<file path="src/rtl/dcache_miss_ctrl_pkg.sv">
// Shared data-cache geometry and miss-controller state encoding.
// Geometry values must match the 4-way data array ports.
package dcache_miss_ctrl_pkg;

    localparam int DC_TAG_W  = 20;
    localparam int DC_IDX_W  = 8;
    localparam int DC_OFF_W  = 4;
    localparam int DC_DATA_W = 128;
    localparam int DC_CNT_W  = 32;
    localparam int DC_ADDR_W = DC_TAG_W + DC_IDX_W + DC_OFF_W;

    typedef enum logic [2:0] {
        ST_IDLE  = 3'd0,
        ST_MREQ  = 3'd1,
        ST_MWAIT = 3'd2,
        ST_FILL  = 3'd3,
        ST_RESP  = 3'd4
    } state_e;

endpackage

</file>
<file path="src/rtl/sat_cnt.sv">
// Saturating event counter; sticks at all-ones instead of wrapping.
// Shared by the dcache, icache and DTLB miss statistics.
module sat_cnt #(
    parameter int W = 32
) (
    input  logic         clk,
    input  logic         rst_n,
    input  logic         i_en,
    output logic [W-1:0] o_cnt
);

    logic [W-1:0] cnt_q;

    always_ff @(posedge clk or negedge rst_n) begin
        if (!rst_n) begin
            cnt_q <= '0;
        end else if (i_en && !(&cnt_q)) begin
            cnt_q <= cnt_q + W'(1);
        end
    end

    assign o_cnt = cnt_q;

endmodule

</file>
<file path="src/rtl/dcache_miss_ctrl.sv">
// Single-outstanding load controller: probes the data array, refills
// on a miss over the memory bus, writes the fill and returns the line.
module dcache_miss_ctrl
    import dcache_miss_ctrl_pkg::*;
#(
    parameter int TAG_W  = DC_TAG_W,
    parameter int IDX_W  = DC_IDX_W,
    parameter int OFF_W  = DC_OFF_W,
    parameter int DATA_W = DC_DATA_W,
    parameter int ADDR_W = TAG_W + IDX_W + OFF_W,
    parameter int CNT_W  = DC_CNT_W
) (
    input  logic              clk,
    input  logic              rst_n,
    input  logic              i_lsu_req_vld,
    output logic              o_lsu_req_rdy,
    input  logic [ADDR_W-1:0] i_lsu_req_addr,
    output logic              o_lsu_rsp_vld,
    output logic [DATA_W-1:0] o_lsu_rsp_dat,
    output logic              o_lsu_rsp_err,
    input  logic              i_lsu_rsp_rdy,
    output logic              o_dc_req,
    output logic [TAG_W-1:0]  o_dc_rtag,
    output logic [IDX_W-1:0]  o_dc_ridx,
    input  logic              i_dc_hit,
    input  logic [DATA_W-1:0] i_dc_rdat,
    output logic              o_dc_wren,
    output logic [IDX_W-1:0]  o_dc_widx,
    output logic [TAG_W-1:0]  o_dc_wtag,
    output logic [DATA_W-1:0] o_dc_wdat,
    output logic              o_mem_req,
    output logic [ADDR_W-1:0] o_mem_addr,
    input  logic              i_mem_gnt,
    input  logic              i_mem_rvld,
    input  logic [DATA_W-1:0] i_mem_rdat,
    input  logic              i_mem_rerr,
    output logic [CNT_W-1:0]  o_miss_cnt
);

    state_e            state_q;
    logic [TAG_W-1:0]  tag_q;
    logic [IDX_W-1:0]  idx_q;
    logic [DATA_W-1:0] line_q;
    logic              err_q;

    logic [TAG_W-1:0]  req_tag;
    logic [IDX_W-1:0]  req_idx;
    logic              unused_off;
    logic              is_idle, is_mreq, is_fill, is_resp;
    logic              miss_inc;

    assign req_tag    = i_lsu_req_addr[ADDR_W-1:IDX_W+OFF_W];
    assign req_idx    = i_lsu_req_addr[IDX_W+OFF_W-1:OFF_W];
    // Loads are line-granular; the byte offset never leaves the LSU.
    assign unused_off = ^i_lsu_req_addr[OFF_W-1:0];

    always_ff @(posedge clk or negedge rst_n) begin
        if (!rst_n) begin
            state_q <= ST_IDLE;
            tag_q   <= '0;
            idx_q   <= '0;
            line_q  <= '0;
            err_q   <= 1'b0;
        end else begin
            case (state_q)
                ST_IDLE: begin
                    if (i_lsu_req_vld) begin
                        tag_q <= req_tag;
                        idx_q <= req_idx;
                        if (i_dc_hit) begin
                            line_q  <= i_dc_rdat;
                            err_q   <= 1'b0;
                            state_q <= ST_RESP;
                        end else begin
                            state_q <= ST_MREQ;
                        end
                    end
                end
                // A data beat coincident with the grant is dropped: the bus
                // never returns data before granting.
                ST_MREQ: begin
                    if (i_mem_gnt) state_q <= ST_MWAIT;
                end
                ST_MWAIT: begin
                    if (i_mem_rvld) begin
                        if (i_mem_rerr) begin
                            line_q  <= '0;
                            err_q   <= 1'b1;
                            state_q <= ST_RESP;
                        end else begin
                            line_q  <= i_mem_rdat;
                            err_q   <= 1'b0;
                            state_q <= ST_FILL;
                        end
                    end
                end
                ST_FILL: begin
                    state_q <= ST_RESP;
                end
                ST_RESP: begin
                    if (i_lsu_rsp_rdy) state_q <= ST_IDLE;
                end
                default: begin
                    state_q <= ST_IDLE;
                end
            endcase
        end
    end

    assign is_idle  = (state_q == ST_IDLE);
    assign is_mreq  = (state_q == ST_MREQ);
    assign is_fill  = (state_q == ST_FILL);
    assign is_resp  = (state_q == ST_RESP);
    assign miss_inc = is_idle && i_lsu_req_vld && !i_dc_hit;

    sat_cnt #(
        .W(CNT_W)
    ) u_miss_cnt (
        .clk  (clk),
        .rst_n(rst_n),
        .i_en (miss_inc),
        .o_cnt(o_miss_cnt)
    );

    // Probe path is live only in IDLE; elsewhere it parks on the latched line.
    assign o_lsu_req_rdy = is_idle;
    assign o_dc_req      = is_idle && i_lsu_req_vld;
    assign o_dc_rtag     = is_idle ? req_tag : tag_q;
    assign o_dc_ridx     = is_idle ? req_idx : idx_q;

    assign o_lsu_rsp_vld = is_resp;
    assign o_lsu_rsp_dat = is_resp ? line_q : '0;
    assign o_lsu_rsp_err = is_resp && err_q;

    assign o_dc_wren     = is_fill;
    assign o_dc_widx     = is_fill ? idx_q  : '0;
    assign o_dc_wtag     = is_fill ? tag_q  : '0;
    assign o_dc_wdat     = is_fill ? line_q : '0;

    assign o_mem_req     = is_mreq;
    assign o_mem_addr    = is_mreq ? {tag_q, idx_q, {OFF_W{1'b0}}} : '0;

endmodule

</file>
<file path="config.mk">
export PLATFORM = sky130hd
export DESIGN_NAME = dcache_miss_ctrl
export DESIGN_NICKNAME = d
export VERILOG_FILES = /design/src/rtl/dcache_miss_ctrl_pkg.sv /design/src/rtl/sat_cnt.sv /design/src/rtl/dcache_miss_ctrl.sv
export SDC_FILE = /design/constraint.sdc
export NUM_CORES = 1
export LEC_CHECK = 0
export CAP_MARGIN = 30
export CORE_AREA = 10 10 256 258
export CTS_BUF_LIST = sky130_fd_sc_hd__clkbuf_2
export DETAILED_ROUTE_END_ITERATION = 16
export DIE_AREA = 0 0 266 268
export GPL_ROUTABILITY_DRIVEN = 1
export GPL_TIMING_DRIVEN = 0
export SLEW_MARGIN = 25
export SYNTH_ARGS = -nofsm -noshare
export SYNTH_HDL_FRONTEND = slang
export SYNTH_SLANG_ARGS = --single-unit
</file>
<file path="constraint.sdc">
create_clock -name clk -period 2.7 [get_ports clk]
set_input_delay 0.27 -clock clk [delete_from_list [all_inputs] [get_ports clk]]
set_output_delay 0.27 -clock clk [all_outputs]
set_load 0.03 [all_outputs]
</file>
==> impl_metrics.env <==
export IMPL_initial_core_util_pct=19.1
export IMPL_routed_wl_um=74700
export IMPL_synth_xor_area_share_pct=2.36
export IMPL_gp_congestion=0.908
export IMPL_fmax_mhz=328
export IMPL_htree_levels=4
export IMPL_synth_avg_cell_area_um2=8.27
export IMPL_p_int_mw=11.5
export IMPL_synth_simple_area_share_pct=36.2
export IMPL_nets=2734
export IMPL_rr_worst_depth=8
export IMPL_share_comb_of_total_power_pct=68.6
export IMPL_yosys_register_bits=192
export IMPL_hold_path_end="line_q[5]"
export IMPL_timing_rr_end="u_miss_cnt.o_cnt[28]"
export IMPL_syn_to_final_growth_pct=118
export IMPL_clkSinkCount=192
export IMPL_grt_max_degree=81
export IMPL_seqCellArea_um2=4800
export IMPL_multi_input_area_um2=6850
export IMPL_grt_busiest_layer="met2"
export IMPL_synth_compound_area_share_pct=12.1
export IMPL_violations="negative setup slack"
export IMPL_hold_viol_final=0
export IMPL_die_area_um2=71300
export IMPL_worst_pin_slew_ps=1110
export IMPL_synth_edf_count=0
export IMPL_tritoncts_num_buffers=17
export IMPL_io_buffers=668
export IMPL_seqPwrFrac_pct=24.4
export IMPL_yosysSeqAreaShare_pct=41.8
export IMPL_clkLatencyLatePin_ps=1090
export IMPL_power_frac_clock_pct=7.0
export IMPL_crit_type="reg -> out"
export IMPL_grt_util_met2_pct=32.7
export IMPL_swShare_pct=47.9
export IMPL_leakagePower_nw=11.0
export IMPL_via_per_inst=4.50
export IMPL_startpoint="state_q[2]"
export IMPL_hpwl_um=53000
export IMPL_rsz0062_at_grt="true"
export IMPL_setup_viol=344
export IMPL_synthMuxAreaShare_pct=2.94
export IMPL_grtUsageMet3_pct=5.90
export IMPL_utilization_pct=41.5
export IMPL_synth_top_family_by_area="simple AND/OR/NAND/NOR gates"
export IMPL_async_flop_share_pct=100
export IMPL_crit_path_max_fanout=6
export IMPL_ctsLongestPathBuffers=2
export IMPL_antenna_found_initial=4
export IMPL_hold_start="i_mem_rerr"
export IMPL_path_clk_slew_ps=350
export IMPL_holdWs_ps=190
export IMPL_core_area_um2=60100
export IMPL_firstDrtPassIters=5
export IMPL_p_switching_mw=10.6
export IMPL_via_count=14600
export IMPL_crit_arrival_ps=2780
export IMPL_end_kind="output port"
export IMPL_powerDensity_nw_per_um2=885
export IMPL_ant_nets=0
export IMPL_synthDistinctLibCells=43
export IMPL_synthAdderAreaFrac_pct=0.109
export IMPL_peakVddDrop_mv=0.441
export IMPL_min_period_ps=3050
export IMPL_crit_required_ps=2430
export IMPL_grtUsageMet1_pct=21.8
export IMPL_die_w_um=266
export IMPL_pin_count=678
export IMPL_syn_area_um2=11500
export IMPL_cts_tree="yes"
export IMPL_routedWlPerCell_um=23.1
export IMPL_r2r_setup_slack_ps=60
export IMPL_ys_flop_type="dfrtp_1"
export IMPL_hold_path_class="in -> reg"
export IMPL_drv_cap=0
export IMPL_layout_filler_cells=5704
export IMPL_grt_ovfl_total=0
export IMPL_die_h_um=268
export IMPL_finalMaxSlewViolations=0
export IMPL_rows=90
export IMPL_grt_pass1_wl_um=103000
export IMPL_period_share_pct=113
export IMPL_drive_gt1_share_pct=32.6
export IMPL_timing_final_ws_setup_ps=-345
export IMPL_whs_path_depth=5
export IMPL_r2r_start="state_q[1]"
export IMPL_outcome="finished, violations left"
export IMPL_relSlewSlack_pct=25.1
export IMPL_clock_tree_root_cell="clkbuf_2"
export IMPL_yosysWarnings=0
export IMPL_grt_usage_pct=19.2
export IMPL_syn_inst=1388
export IMPL_drt_initial_drc_count=837
export IMPL_tns_ps=-84490
export IMPL_grt_pass1_vias=15600
export IMPL_cp_start_kind="flop"
export IMPL_drc=0
export IMPL_clock_skew_ps=66.9
-- stage by stage --
| step | instances | power, mW | instance area, µm² | setup WS [ps] |
|---|---|---|---|---|
| floorplan | 1391 | 11.4 | 11500 | 135 |
| global placement | 2841 | 16.8 | 19200 | -7370 |
| detailed placement | 2846 | 17.0 | 19300 | -964 |
| CTS | 3194 | 20.4 | 23400 | -570 |
| global route | 3236 | 23.3 | 25000 | -561 |
| finish | 3240 | 22.1 | 25000 | -345 |
-- worst max-delay path by stage --
stage / end / slack (ps) / depth (start not counted)
4_1_cts: o_dc_wdat[5] / -570 / 7
5_1_grt: o_lsu_rsp_dat[100] / -560 / 7
3_5_place_dp: o_lsu_rsp_dat[26] / -960 / 6
6_report: o_dc_wdat[112] / -350 / 8
2_1_floorplan: tag_q[10] / 140 / 8
3_3_place_gp: line_q[92] / -7370 / 1
-- cells in the mapped netlist (2+ instances only) --
| library cell | number | area [µm²] |
|---|---|---|
| xnor2_1 | 21 | 184 |
| clkbuf_1 | 109 | 409 |
| mux2_2 | 30 | 338 |
| a21oi_1 | 260 | 1300 |
| inv_1 | 6 | 22.5 |
| o22ai_1 | 2 | 12.5 |
| buf_4 | 4 | 30.0 |
| dfrtp_1 | 192 | 4800 |
| and2_1 | 315 | 1970 |
| nand2_1 | 100 | 375 |
| nor3b_1 | 130 | 976 |
| nand4_1 | 16 | 100 |
| nor3_1 | 3 | 15.0 |
| nor2_1 | 143 | 537 |
| xor2_1 | 10 | 87.6 |
| nand3b_1 | 2 | 15.0 |
| buf_1 | 7 | 26.3 |
| nand3_1 | 11 | 55.1 |
| and4_1 | 3 | 26.3 |
-- flip-flops by register name, indices dropped and copies added (netlist names) --
register          flops
line_q              128
u_miss_cnt.o_cnt     32
tag_q                20
idx_q                 8
state_q               3
err_q                 1
-- cell families (layout without fill, tap and decap cells) --
kind of cell | after synthesis | count (layout)
AOI/OAI and AO/OA | 271 | 271
and+or+nand+nor | 734 | 734
buffers and inverters | 128 | 1187
DFF | 192 | 192
adders and majority gates | 1 | 1
xor gates and xnor gates | 31 | 31
muxes | 30 | 30
other | 1 | 12
-- layout make-up --
| class | instances | share of cell area [%] |
|---|---|---|
| timing repair buffer | 1031 | 44.0 |
| multi-input combinational | 1071 | 27.4 |
| sequential | 192 | 19.2 |
| buffer | 118 | 4.37 |
| tap | 782 | 3.92 |
| clock inverter | 13 | 0.456 |
| clock buffer | 19 | 0.381 |
| inverter | 6 | 0.120 |
| antenna | 8 | 0.0801 |
-- metal layers --
layer | part of all wire (%) | wire length (µm)
met1 | 40 | 29900
met2 | 49 | 36400
met3 | 6.3 | 4690
met4 | 4.9 | 3670
met5 | 0.017 | 13
-- critical path: stages, from the launching register on --
cell      delay [ps]
dfrtp_1          450
clkbuf_8         150
and3b_2          290
buf_12           130
buf_12           130
buf_8            140
buf_8            120
and2_1           130
clkbuf_4         190
-- cells in the final DEF, fill, tap and decap left out, drive strengths merged, types with 2 or more instances in the layout --
| cell type | n |
|---|---|
| dlygate4sd3 | 290 |
| nor3b | 130 |
| xnor2 | 21 |
| and2 | 315 |
| clkdlybuf4s15 | 10 |
| a211oi | 2 |
| o22ai | 2 |
| mux2 | 30 |
| diode | 8 |
| nand3b | 2 |
| inv | 8 |
| nand2 | 100 |
| nor2 | 143 |
| dfrtp | 192 |
| nor3 | 4 |
| xor2 | 10 |
| nand4 | 16 |
| dlymetal6s2s | 25 |
| and4 | 3 |
| clkdlybuf4s50 | 296 |
| a21oi | 260 |
| conb | 4 |
| or4 | 2 |
| clkinv | 6 |
| clkbuf | 155 |
| buf | 391 |
| nand3 | 11 |
| clkinvlp | 4 |
-- power by group through the flow --
stage          registers, mW  logic [mW]  clock network [mW]
6_report                5.40        15.2                1.54
5_1_grt                 5.55        16.0                1.72
4_1_cts                 5.28        13.5                1.63
3_5_place_dp            5.28        11.7                   0
3_3_place_gp            5.24        11.6                   0
2_1_floorplan           4.84        6.60                   0
-- what timing repair did --
action                                  in CTS  in global routing
gates resized for setup                   2114                839
hold buffers                               291                  0
pin swaps                                   38                 15
endpoints found under the hold margin      352                  0
gates cloned                                14                 14
endpoints found under the setup margin     488                507
setup buffers                               11                 29
(Power assumes the default switching activity.)
